<file path="src/rtl/array_pkg.sv">
// Shared constants and FSM state type for the systolic-array input feeder.
package array_pkg;
   localparam int unsigned DATA_WIDTH = 8;
   localparam int unsigned N          = 4;
   localparam int unsigned FEED_LEN   = 3*N-2;
   localparam int unsigned TILE_BYTES = 2*N*N;

   typedef enum logic [2:0] {LOAD, ARMED, CLEAR, FEED, DONE} state_t;
endpackage

</file>
<file path="src/rtl/array_feeder_tile_buffer.sv">
// Tile store for one A and one B tile: single write port, eight combinational read ports.
module tile_buffer
   import array_pkg::*;
#(
   parameter int unsigned DATA_WIDTH = array_pkg::DATA_WIDTH
) (
   input  logic                    clk,
   input  logic                    we,
   input  logic [4:0]              wr_addr,
   input  logic [DATA_WIDTH-1:0]   wr_data,
   input  logic [39:0]             rd_addr,
   output logic [8*DATA_WIDTH-1:0] rd_data
);
   logic [DATA_WIDTH-1:0] mem [TILE_BYTES];

   always_ff @(posedge clk) begin
      if (we) mem[wr_addr] <= wr_data;
   end

   always_comb begin
      for (int unsigned p = 0; p < 8; p++) begin
         rd_data[p*DATA_WIDTH +: DATA_WIDTH] = mem[rd_addr[p*5 +: 5]];
      end
   end
endmodule

</file>
<file path="src/rtl/array_feeder.sv">
// Input scheduler for the 4x4 systolic MAC array: buffers A/B tiles, clears, then feeds with skew.
// Optional ARRAY_FEEDER_PERF_EN adds the perf_cycles job-cycle counter.
module array_feeder
   import array_pkg::*;
#(
   parameter int unsigned DATA_WIDTH = array_pkg::DATA_WIDTH,
   parameter int unsigned N          = array_pkg::N
) (
   input  logic                  clk,
   input  logic                  rst,
   input  logic                  in_valid,
   output logic                  in_ready,
   input  logic [DATA_WIDTH-1:0] in_data,
   input  logic                  start,
   output logic                  busy,
   output logic                  done,
   output logic                  arr_rst_n,
   output logic                  arr_we,
   output logic [DATA_WIDTH-1:0] a_in0,
   output logic [DATA_WIDTH-1:0] a_in1,
   output logic [DATA_WIDTH-1:0] a_in2,
   output logic [DATA_WIDTH-1:0] a_in3,
   output logic [DATA_WIDTH-1:0] b_in0,
   output logic [DATA_WIDTH-1:0] b_in1,
   output logic [DATA_WIDTH-1:0] b_in2,
   output logic [DATA_WIDTH-1:0] b_in3
`ifdef ARRAY_FEEDER_PERF_EN
   ,
   output logic [15:0]           perf_cycles
`endif
);
   localparam logic [3:0] FEED_LAST = 4'(3*N-3);

   state_t                  state;
   logic [4:0]              cnt;
   logic [3:0]              t;
   logic [3:0]              tn;
   logic [3:0]              lag [4];
   logic [3:0]              lane_ok;
   logic                    feed_next;
   logic                    buf_we;
   logic [39:0]             rd_addr;
   logic [8*DATA_WIDTH-1:0] rd_data;

   tile_buffer #(.DATA_WIDTH(DATA_WIDTH)) u_buf (
      .clk     (clk),
      .we      (buf_we),
      .wr_addr (cnt),
      .wr_data (in_data),
      .rd_addr (rd_addr),
      .rd_data (rd_data)
   );

   assign buf_we = (state == LOAD) && in_valid && in_ready;

   // Outputs are registered, so the read side looks up the step that will be shown next cycle.
   always_comb begin
      feed_next = (state == CLEAR) || ((state == FEED) && (t != FEED_LAST));
      tn        = (state == FEED) ? t + 4'd1 : 4'd0;
      rd_addr   = '0;
      lane_ok   = '0;
      for (int unsigned i = 0; i < 4; i++) begin
         lag[i]     = tn - 4'(i);
         lane_ok[i] = (tn >= 4'(i)) && (lag[i] <= 4'd3);
         rd_addr[i*5 +: 5]     = {1'b0, 2'(i), lag[i][1:0]};
         rd_addr[(i+4)*5 +: 5] = {1'b1, lag[i][1:0], 2'(i)};
      end
   end

   always_ff @(posedge clk) begin
      if (rst) begin
         state     <= LOAD;
         cnt       <= '0;
         t         <= '0;
         in_ready  <= 1'b0;
         busy      <= 1'b0;
         done      <= 1'b0;
         arr_rst_n <= 1'b0;
         arr_we    <= 1'b0;
         a_in0 <= '0; a_in1 <= '0; a_in2 <= '0; a_in3 <= '0;
         b_in0 <= '0; b_in1 <= '0; b_in2 <= '0; b_in3 <= '0;
      end else begin
         done      <= 1'b0;
         arr_rst_n <= 1'b1;
         arr_we    <= feed_next;
         case (state)
            LOAD: begin
               in_ready <= 1'b1;
               if (in_valid && in_ready) begin
                  cnt <= cnt + 5'd1;
                  if (cnt == 5'd31) begin
                     state    <= ARMED;
                     in_ready <= 1'b0;
                  end
               end
            end
            ARMED: begin
               if (start) begin
                  state     <= CLEAR;
                  busy      <= 1'b1;
                  arr_rst_n <= 1'b0;
               end
            end
            CLEAR: begin
               state <= FEED;
               t     <= '0;
            end
            FEED: begin
               if (t == FEED_LAST) begin
                  state <= DONE;
                  busy  <= 1'b0;
                  done  <= 1'b1;
               end else begin
                  t <= tn;
               end
            end
            DONE: begin
               state    <= LOAD;
               cnt      <= '0;
               t        <= '0;
               in_ready <= 1'b1;
            end
            default: state <= LOAD;
         endcase
         a_in0 <= (feed_next && lane_ok[0]) ? rd_data[0*DATA_WIDTH +: DATA_WIDTH] : '0;
         a_in1 <= (feed_next && lane_ok[1]) ? rd_data[1*DATA_WIDTH +: DATA_WIDTH] : '0;
         a_in2 <= (feed_next && lane_ok[2]) ? rd_data[2*DATA_WIDTH +: DATA_WIDTH] : '0;
         a_in3 <= (feed_next && lane_ok[3]) ? rd_data[3*DATA_WIDTH +: DATA_WIDTH] : '0;
         b_in0 <= (feed_next && lane_ok[0]) ? rd_data[4*DATA_WIDTH +: DATA_WIDTH] : '0;
         b_in1 <= (feed_next && lane_ok[1]) ? rd_data[5*DATA_WIDTH +: DATA_WIDTH] : '0;
         b_in2 <= (feed_next && lane_ok[2]) ? rd_data[6*DATA_WIDTH +: DATA_WIDTH] : '0;
         b_in3 <= (feed_next && lane_ok[3]) ? rd_data[7*DATA_WIDTH +: DATA_WIDTH] : '0;
      end
   end

`ifdef ARRAY_FEEDER_PERF_EN
   // Job span runs from the accepted start cycle through the last feed cycle: 12 per job.
   logic job_active;
   assign job_active = ((state == ARMED) && start) || (state == CLEAR) || (state == FEED);

   always_ff @(posedge clk) begin
      if (rst)                                   perf_cycles <= '0;
      else if (job_active && perf_cycles != '1)  perf_cycles <= perf_cycles + 16'd1;
   end
`endif
endmodule

</file>
<file path="config.mk">
export PLATFORM = sky130hd
export DESIGN_NAME = array_feeder
export DESIGN_NICKNAME = d
export VERILOG_FILES = /design/src/rtl/array_pkg.sv /design/src/rtl/array_feeder_tile_buffer.sv /design/src/rtl/array_feeder.sv
export SDC_FILE = /design/constraint.sdc
export NUM_CORES = 1
export LEC_CHECK = 0
export BUFFER_PORTS_ARGS = -buffer_cell sky130_fd_sc_hd__buf_2
export CORE_MARGIN = 4
export CORE_UTILIZATION = 40
export DETAILED_ROUTE_END_ITERATION = 10
export PLACE_DENSITY_LB_ADDON = 0.05
export SLEW_MARGIN = 20
export SYNTH_ARGS = -nofsm -noshare
export SYNTH_HDL_FRONTEND = slang
export SYNTH_SLANG_ARGS = --single-unit
export TNS_END_PERCENT = 1
</file>
<file path="constraint.sdc">
create_clock -name clk -period 3.4 [get_ports clk]
set_input_delay 0.68 -clock clk [delete_from_list [all_inputs] [get_ports clk]]
set_output_delay 0.68 -clock clk [all_outputs]
set_load 0.02 [all_outputs]
</file>
---- After elaboration in Yosys (flattened, before gate mapping) ----
Memory sizes are Yosys's and may differ from the RTL's. A register that Yosys moved wholly into a read port is not among the register bits.
Cells that the tools add are included.
word-level totals
  bits in registers ....................... 17
  latch bits .............................. 0
  bits in writable memories ............... 256
  memory bits (read-only) ................. 0
  bits of input ports ..................... 12
  output and inout port bits .............. 69
  logic and storage cells ................. 87
  memories ................................ 1
memories
  name       words  bits a word  rd ports  clocked after Yosys merged registers in  write ports  line                            source
  u_buf.mem  32     8            8         8                                        1            array_feeder_tile_buffer.sv:14  logic [DATA_WIDTH-1:0] mem [TILE_BYTES];
operators by class
  add/subtract/negate cells ............... 5
  multipliers ............................. 0
  div/mod/pow operators ................... 0
  $lt $le $gt $ge ......................... 8
  equality and inequality tests ........... 12
  shift-type cells ........................ 0
  mux-type cells .......................... 21
  bitwise logic cells ..................... 5
  reduce and logical (&&, ||, !) cells .... 27
operators with widths
  kind                                                                              count
  4-bit by 2-bit less-or-equal comparator with 1-bit output, second input constant  4
  1-bit logical AND                                                                 12
  3-bit 2-to-1 mux                                                                  4
  3-bit one-hot mux with 4 select lines                                             1
  2-bit OR reduction                                                                6
  5-bit one-hot mux with 2 select lines                                             1
  1-bit 2-to-1 mux                                                                  9
  4-bit by 1-bit >= comparator with 1-bit output, second input constant             2
  4-bit by 2-bit >= comparator with 1-bit output, second input constant             2
  4-bit 2-to-1 mux                                                                  2
  4-bit one-hot mux with 2 select lines                                             1
  4-bit by 2-bit subtractor with 4-bit output, second input constant                2
  3-bit by 2-bit equality test with 1-bit output, second input constant             2
  2-bit by 1-bit inequality test with 1-bit output, second input constant           3
  2-bit nonzero test                                                                3
  5-bit by 1-bit adder with 5-bit output, second input constant                     1
  5-bit equality test, second input constant                                        1
  5-bit 2-to-1 mux                                                                  1
  1-bit NOT                                                                         5
  4-bit by 1-bit adder with 4-bit output, second input constant                     1
  4-bit equality test, second input constant                                        1
  2-bit inequality test, second input constant                                      2
  4-bit inequality test, second input constant                                      1
  1-bit one-hot mux with 2 select lines                                             2
  other kinds (8)                                                                   9

---- Depth between registers and ports, before layout ----
Gate-level depths: netlist of the first run.
  depth in word-level cells ............... 8
  gate-level depth with buffers ........... 12
  gate-level depth less buffers ........... 9

---- Hierarchy ----
A second synthesis of the first run with hierarchy kept.
second synthesis, totals
  cell total of the unflattened synthesis .. 1452
  area total of the unflattened synthesis .. 27153.5 sq um
by module, submodules not included
  module        instances  cells an instance  area an instance (sq um)  sequential area each (sq um)
  tile_buffer   1          1158               23872.9                   7687.4
  array_feeder  1          294                3280.6                    1621.6

---- Worst setup path before layout of the first run ----
No wires, ideal clock.
  path type ............................... register -> register
  start ................................... reg t[1]
  end ..................................... reg b_in2[4] (read register of u_buf.mem)
  library setup time ...................... 0.120 ns
  data arrival time ....................... 2.553 ns
  data required time ...................... 3.280 ns
  slack ................................... 0.728 ns
  stages on the path, launching flop included .. 12
  buffers on the path ..................... 3
  period minus slack after synthesis ...... 2.672 ns
  cell sequence ........................... dfxtp_1 > inv_1 > ha_1 > buf_2 > buf_4 > nor2_4 > inv_2 > ha_1 > xor2_1 > a211oi_2 > buf_4 > nor4b_2
between the ends
  word-level cells in the longest chain between the ends .. 8
  elaborated cells between the ends (all ways) .. 12
  classes of those cells .................. 2 x add/sub; 2 x order compare; 1 x eq/ne; 1 x mux; 1 x bitwise; 5 x reduce/logical
RTL lines
  element                                                    line                 source
  from (decl)                                                array_feeder.sv:36   logic [3:0] t;
  from (signal assigned)                                     array_feeder.sv:114  t <= tn;
  4-bit by 1-bit adder with 4-bit output                     array_feeder.sv:59   tn = (state == FEED) ? t + 4'd1 : 4'd0;
  4-bit 2-to-1 mux                                           array_feeder.sv:59
  4-bit by 2-bit subtractor with 4-bit output                array_feeder.sv:63   lag[i] = tn - 4'(i);
  4-bit by 2-bit less-or-equal comparator with 1-bit output  array_feeder.sv:64   lane_ok[i] = (tn >= 4'(i)) && (lag[i] <= 4'd3);
  1-bit logical AND                                          array_feeder.sv:64
  1-bit logical AND                                          array_feeder.sv:131  b_in2 <= (feed_next && lane_ok[2]) ? rd_data[6*DATA_WIDTH +: DATA_WIDTH] : '0;
  1-bit NOT (no line)                                        -
  2-bit OR reduction (no line)                               -
  to (decl)                                                  array_feeder.sv:25   output logic [DATA_WIDTH-1:0] b_in2,
Parallel ways exist; a longest one is shown, timed or not.
A chain may end at the register's enable or synchronous reset.

---- Worst setup path in the final report of the first run ----
  start ................................... reg t[1]
  end ..................................... reg a_in2[6] (read register of u_buf.mem)
between the ends
  word-level cells in the longest chain between the ends .. 8
  elaborated cells between the ends (all ways) .. 12
  classes of those cells .................. 2 x add/sub; 2 x order compare; 1 x eq/ne; 1 x mux; 1 x bitwise; 5 x reduce/logical
RTL lines
  element                                                    line                 source
  4-bit by 1-bit adder with 4-bit output                     array_feeder.sv:59
  4-bit 2-to-1 mux                                           array_feeder.sv:59
  4-bit by 2-bit subtractor with 4-bit output                array_feeder.sv:63
  4-bit by 2-bit less-or-equal comparator with 1-bit output  array_feeder.sv:64
  1-bit logical AND                                          array_feeder.sv:64
  1-bit logical AND                                          array_feeder.sv:127  a_in2 <= (feed_next && lane_ok[2]) ? rd_data[2*DATA_WIDTH +: DATA_WIDTH] : '0;
  1-bit NOT (no line)                                        -
  2-bit OR reduction (no line)                               -
  to (decl)                                                  array_feeder.sv:21   output logic [DATA_WIDTH-1:0] a_in2,
Parallel ways exist; a longest one is shown, timed or not.

==> out/qor.csv, run 1 <==
stage,metric,value,unit
outcome,outcome,"finished, final reports clean",
final_layout,drive_gt1_share,22.3,%
placement,gp_congestion,0.755,
final_layout,nNetsFinal,1056,
detailed_routing,first_pass_iters,5,
detailed_routing,post_drt_via_cell_ratio,5.37,
timing,fin_crit_sh,82.1,%
final_layout,mostFrequentLayoutCells,"edfxtp_1, nor2_1, dfxtp_1, buf_2, nor3_1",
detailed_routing,top_layer,met4,
clock_tree,numCtsBuffers,37,
detailed_routing,wire_per_inst,21.6,um
hold_path,hold_class,in -> reg,
detailed_routing,ant_nets,0,
critical_path,timing.critical_path.buf_inv,2,
global_routing,track_usage,17.9,%
synthesis,synthCells,943,
timing,slew_headroom,41.8,%
detailed_routing,drt_iter0_markers,450,
clock_tree,clkTransAtPathRegs,0.06,ns
critical_path,timing_worst_setup_path_type,reg -> reg,
critical_path,cp_cell_sequence,ha_1 > nor2b_1 > buf_4 > o21ai_0 > ha_1 > a2111oi_2 > a211oi_2 > buf_4 > nor4b_1,
synthesis,synth_edf_count,256,
global_routing,antenna_found_initial,0,
detailed_routing,wl_met3,1330,um
clock_tree,cts_sinks,337,
synthesis,synth_warnings,0,
synthesis,synthArstFlopShare,0,%
critical_path,slowest_delay,0.50,ns
pwr,irDropWorstVdd,0.000300,V
synthesis,synth_nets,965,
clock_tree,root_buffer,clkbuf_16,
placement,detailed_place_hpwl,19200,um
final_layout,area_delta_synth_final,15.1,%
synthesis,synth_cell_type_count,62,
critical_path,rr_endpoint,a_in2[6]$_SDFF_PP0_,
critical_path,reg2reg_depth,9,
critical_path,crit_family,adder cells,
timing,fin_hold_ws,0.517,ns
synthesis,yosysTopAreaCell,edfxtp_1,
final_layout,diodes,0,
timing,slew_violations,0,
pwr,power,8.29,mW
clock_tree,cts_tree,built,
detailed_routing,drc,0,
critical_path,r2r_slack,0.61,ns
placement,numPortBuffers,80,
placement,dp_cells,1437,
timing,rsz0062_at_grt,false,
synthesis,synthTopCellsByArea,"edfxtp_1, dfxtp_1, mux2i_1",
clock_tree,ctsResizeCount,0,
timing,skew,0.0125,ns
critical_path,endpoint_kind,flop,
timing,period_needed,2.79,ns
clock_tree,htree_levels,2,
detailed_routing,wirelength_met1,15400,um
global_routing,overflow,0,
floorplan,io_pins,81,
global_routing,grt_pass1_wl,50000,um
clock_tree,postCtsSetupRepairBufs,0,
floorplan,fp.dieW,191,um
critical_path,required,3.79,ns
synthesis,synth_top_area_share,57.1,%
final_layout,n_fill_cell,2990,
final_layout,layout_commonest_cell,edfxtp_1,
global_routing,grt_max_degree,86,
synthesis,syn-cell-area,0.0135,mm2
timing,finalHoldViolCount,0,
floorplan,start_util,40.9,%
critical_path,critPathLaunchType,flop,
critical_path,timing.rr.start,t[1]$_SDFFE_PP0P_,
detailed_routing,dr_total_vias,8069,
floorplan,num_rows,66,
timing,fmaxAchievable,358,MHz
timing,tns,0,ns
floorplan,dieArea,0.0366,mm2
timing,final-setup-viol-count,0,
critical_path,cp_data_arrival_time,3.18,ns
synthesis,synth-main-ff-cell,edfxtp_1,
final_layout,final_cells,1504,
final_layout,regArea,0.00931,mm2
floorplan,core,0.0329,mm2
synthesis,synth-seq-area-share,69.2,%
pwr,power_density,536,mW/mm2
synthesis,synth.avg_cell_area,14.3,um2
timing,worst_pin_slew,0.873,ns
critical_path,worst-path-stages,9,
detailed_routing,wl,32500,um
global_routing,grt_pass1_vias,8147,
critical_path,endpoint,a_in2[6]$_SDFF_PP0_,
final_layout,multi_input_area,0.00376,mm2
critical_path,crit_start,t[1]$_SDFFE_PP0P_,
run,cap_violations,0,
clock_tree,insertion_delay,0.52,ns
pwr,p_leak,5.49,nW
critical_path,path_max_fanout,16,
detailed_routing,wl_met2,15300,um
critical_path,crit_slowest_cell,dfxtp_1,
floorplan,die_h,191,um
synthesis,ys_seq_elements,337,
clock_tree,ctsHoldBuffers,0,
clock_tree,clk_path_buf_depth,3,
## power breakdown
| group | switching [mW] | internal, mW |
|---|---|---|
| Combinational | 0.0893 | 0.0180 |
| Clock | 1.56 | 2.19 |
| Sequential | 0.00601 | 4.43 |
| Total | 1.65 | 6.64 |
## sequential cells by signal, summed over array words and instances, names as in the netlist
signal / count
done: 1
in_ready: 1
state: 3
cnt: 5
arr_rst_n: 1
a_in1: 8
u_buf.mem: 256
a_in0: 8
busy: 1
b_in2: 8
b_in0: 8
a_in2: 8
arr_we: 1
b_in1: 8
a_in3: 8
t: 4
b_in3: 8
## worst register-to-register path: stages, from the launching register on
cell	delay, ns
dfxtp_1	0.50
ha_1	0.32
nor2b_1	0.15
buf_4	0.15
o21ai_0	0.17
ha_1	0.34
a2111oi_2	0.40
a211oi_2	0.09
buf_4	0.21
nor4b_1	0.34
## logic make-up (layout without fill, tap and decap cells)
kind of cell,after synthesis,in the layout,synth area share [%]
simple gates,260,260,10.8
mux,65,65,5.07
compound gates,188,188,10.6
fa+ha+maj,10,10,0.930
xor+xnor,6,6,0.391
buf+inv,77,196,2.97
flops,337,337,69.2
## synthesized netlist by cell type, types with 3 or more instances
library cell and number:
a221oi_1 16, buf_2 25, mux2i_1 40, a22oi_1 3, inv_1 9, buf_6 7, nor2b_1 5, buf_4 7
and3_1 3, o22ai_1 9, nand2_1 32, nor4b_2 3, o2bb2ai_1 39, nand2b_1 25, a32o_1 16, edfxtp_1 256
nand3b_1 4, mux2_2 25, nor3_2 21, and2_1 3, nand3_1 5, nor3_1 53, xor2_1 4, nor4b_1 6
o21ai_0 37, dfxtp_1 81, nor2_1 81, buf_1 3, a221o_1 16, a21oi_1 35, ha_1 10, clkbuf_1 24
## metal layers
metal  vias up  GRT usage (%)
met5         -              0
met2       193           29.1
li1       3810              -
met4         0           4.34
met3        40           2.96
met1      4026           25.3
## metrics by stage
step | util [%] | area [um2] | setup WS [ns]
2_1_floorplan | - | 13500 | 0.728
5_1_grt | 47.1 | 15500 | 0.392
3_5_place_dp | 43.7 | 14400 | 0.622
6_report | 47.1 | 15500 | 0.610
3_3_place_gp | 43.7 | 14400 | 0.655
4_1_cts | 47.1 | 15500 | 0.606
## final cells by class
type | count | area share [%]
well taps | 442 | 3.57
flip-flops and latches | 337 | 60.2
inverters | 11 | 0.267
multi-input cells | 529 | 24.3
repair buffers | 118 | 4.45
clock inverters | 10 | 0.534
clock buffers | 57 | 6.73
## worst min path at each step
stage	to	start	slack, ns	cells past startpoint
after detailed placement	b_in3[5]$_SDFF_PP0_	u_buf.mem[23][5]$_DFFE_PP_	0.56	2
final	busy$_SDFFE_PP0P_	rst	0.52	2
after global placement	b_in3[5]$_SDFF_PP0_	u_buf.mem[23][5]$_DFFE_PP_	0.55	2
after CTS	busy$_SDFFE_PP0P_	rst	0.49	2
after global routing	t[1]$_SDFFE_PP0P_	rst	0.52	2
after floorplan	a_in3[3]$_SDFF_PP0_	u_buf.mem[13][3]$_DFFE_PP_	0.52	2
Note: power is estimated with default switching activity, not from simulation.
==> inputs of run 2 (changes only) <==
Clock period 3.4 ns to 2.6 ns, I/O delays scaled along.
==> out/qor.csv, run 2 (same netlist as run 1, synthesis figures left out) <==
stage,metric,value,unit
outcome,outcome,"finished, final reports clean",
pwr,power,10.8,mW
timing,slew_violations,0,
final_layout,layout_commonest_cell,edfxtp_1,
clock_tree,cts_tree,built,
timing,tns,0,ns
timing,skew,0.0104,ns
detailed_routing,drt_iter0_markers,491,
final_layout,largest_reg_flops,256,
critical_path,timing_worst_setup_path_type,reg -> reg,
timing,fmaxAchievable,425,MHz
timing,finalHoldViolCount,0,
global_routing,grt_pass1_vias,8036,
critical_path,reg2reg_depth,8,
final_layout,drive_gt1_share,24.4,%
placement,dpl_cell_area,0.0146,mm2
critical_path,path_max_fanout,16,
final_layout,final_cells,1529,
timing,period_needed,2.35,ns
critical_path,endpoint_kind,flop,
final_layout,mostFrequentLayoutCells,"edfxtp_1, nor2_1, buf_2",
floorplan,num_rows,66,
critical_path,critPathLaunchType,flop,
clock_tree,clk_path_buf_depth,3,
floorplan,fp.dieW,191,um
detailed_routing,wl,32200,um
hold_path,hold_class,in -> reg,
clock_tree,postCtsSetupRepairBufs,0,
clock_tree,clkTransAtPathRegs,0.06,ns
pwr,power_density,685,mW/mm2
timing,rsz0062_at_grt,false,
timing,slew_headroom,48.3,%
global_routing,grt_max_degree,66,
timing,final-setup-viol-count,0,
clock_tree,insertion_delay,0.50,ns
floorplan,start_util,40.9,%
final_layout,area_delta_synth_final,17.1,%
placement,gp_congestion,0.758,
critical_path,required,2.99,ns
final_layout,fin_area,0.0158,mm2
critical_path,r2r_slack,0.25,ns
floorplan,io_pins,81,
clock_tree,ctsResizeCount,0,
global_routing,grt_pass1_wl,48800,um
final_layout,top_register,u_buf.mem,
final_layout,diodes,0,
hold_path,hold_start,start,
placement,numPortBuffers,80,
detailed_routing,dr_total_vias,8131,
critical_path,cp_data_arrival_time,2.75,ns
detailed_routing,drc,0,
clock_tree,numCtsBuffers,37,
floorplan,die_h,191,um
clock_tree,ctsHoldBuffers,0,
detailed_routing,first_pass_iters,5,
hold_path,min_path_cells,4,
floorplan,dieArea,0.0366,mm2
final_layout,final_core_utilization,47.9,%
final_layout,nNetsFinal,1083,
detailed_routing,ant_nets,0,
floorplan,core,0.0329,mm2
run,cap_violations,0,
final_layout,n_fill_cell,2986,
hold_path,hold_end,busy$_SDFFE_PP0P_,
placement,detailed_place_hpwl,18800,um
clock_tree,cts_sinks,337,
clock_tree,htree_levels,2,
critical_path,rr_endpoint,a_in2[6]$_SDFF_PP0_,
pwr,irDropWorstVdd,0.000512,V
global_routing,track_usage,17.4,%
detailed_routing,wire_per_inst,21.1,um
placement,dp_cells,1464,
clock_tree,root_buffer,clkbuf_16,
detailed_routing,post_drt_via_cell_ratio,5.32,
timing,worst_pin_slew,0.776,ns
global_routing,overflow,0,
timing,fin_crit_sh,90.5,%
pwr,p_leak,5.67,nW
critical_path,timing.rr.start,t[1]$_SDFFE_PP0P_,
global_routing,antenna_found_initial,0,
-- run 2: changes by cell type in the layout (fill, tap and decap cells not counted), sizes merged --
cell,before,now
inv,12,10
clkinv,7,6
buf,118,145
clkbuf,57,58
-- run 2: area by class of cell --
class / instances / area, um2 / share of cell area [%]
Timing Repair Buffer: 145 / 963 / 6.11
Inverter: 11 / 41.3 / 0.262
Clock inverter: 7 / 60.1 / 0.381
Multi-Input combinational cell: 529 / 3760 / 23.9
Tap cell: 442 / 553 / 3.51
Clock buffer: 58 / 1060 / 6.76
Sequential cell: 337 / 9310 / 59.1
-- run 2: worst max-delay path: stages, from the launching register on --
cell and delay [ns]:
dfxtp_2 0.41, ha_1 0.21, and2b_1 0.23, o21ai_0 0.25, ha_1 0.37, xor2_1 0.20
a211oi_2 0.11, buf_12 0.17, nor4b_1 0.29
-- run 2: how the worst max path moves through the flow --
stage          cells after the start  slack, ns               from                    endpoint
2_1_floorplan                     10       0.01  t[0]$_SDFFE_PP0P_         b_in2[4]$_SDFF_PP0_
3_3_place_gp                       6       0.26           in_valid  u_buf.mem[25][2]$_DFFE_PP_
3_5_place_dp                       8       0.27  t[1]$_SDFFE_PP0P_         a_in1[0]$_SDFF_PP0_
4_1_cts                            8       0.24  t[1]$_SDFFE_PP0P_         a_in1[0]$_SDFF_PP0_
5_1_grt                            8       0.04  t[1]$_SDFFE_PP0P_         b_in2[2]$_SDFF_PP0_
6_report                           8       0.25  t[1]$_SDFFE_PP0P_         a_in2[6]$_SDFF_PP0_
-- run 2: per-stage QoR --
| stage | worst slack, ns | hold WS, ns |
|---|---|---|
| final | 0.246 | 0.435 |
| after global routing | 0.0449 | 0.467 |
| after CTS | 0.244 | 0.421 |
| after detailed placement | 0.265 | 0.527 |
| after global placement | 0.258 | 0.532 |
| after floorplan | 0.00959 | 0.524 |
-- run 2: per-layer routing --
metal,global-route usage [%],vias up,wire length [um]
met1,25.0,4092,15400
met3,2.65,39,1200
met4,4.09,0,554
li1,-,3853,-
met2,28.2,147,15100
met5,0,-,0
-- run 2: power breakdown --
part,leakage (nW),switching (mW),internal [mW]
combinational,2.16,0.112,0.0262
clock,0.546,1.96,2.90
sequential,2.96,0.00792,5.80
total,5.67,2.08,8.72
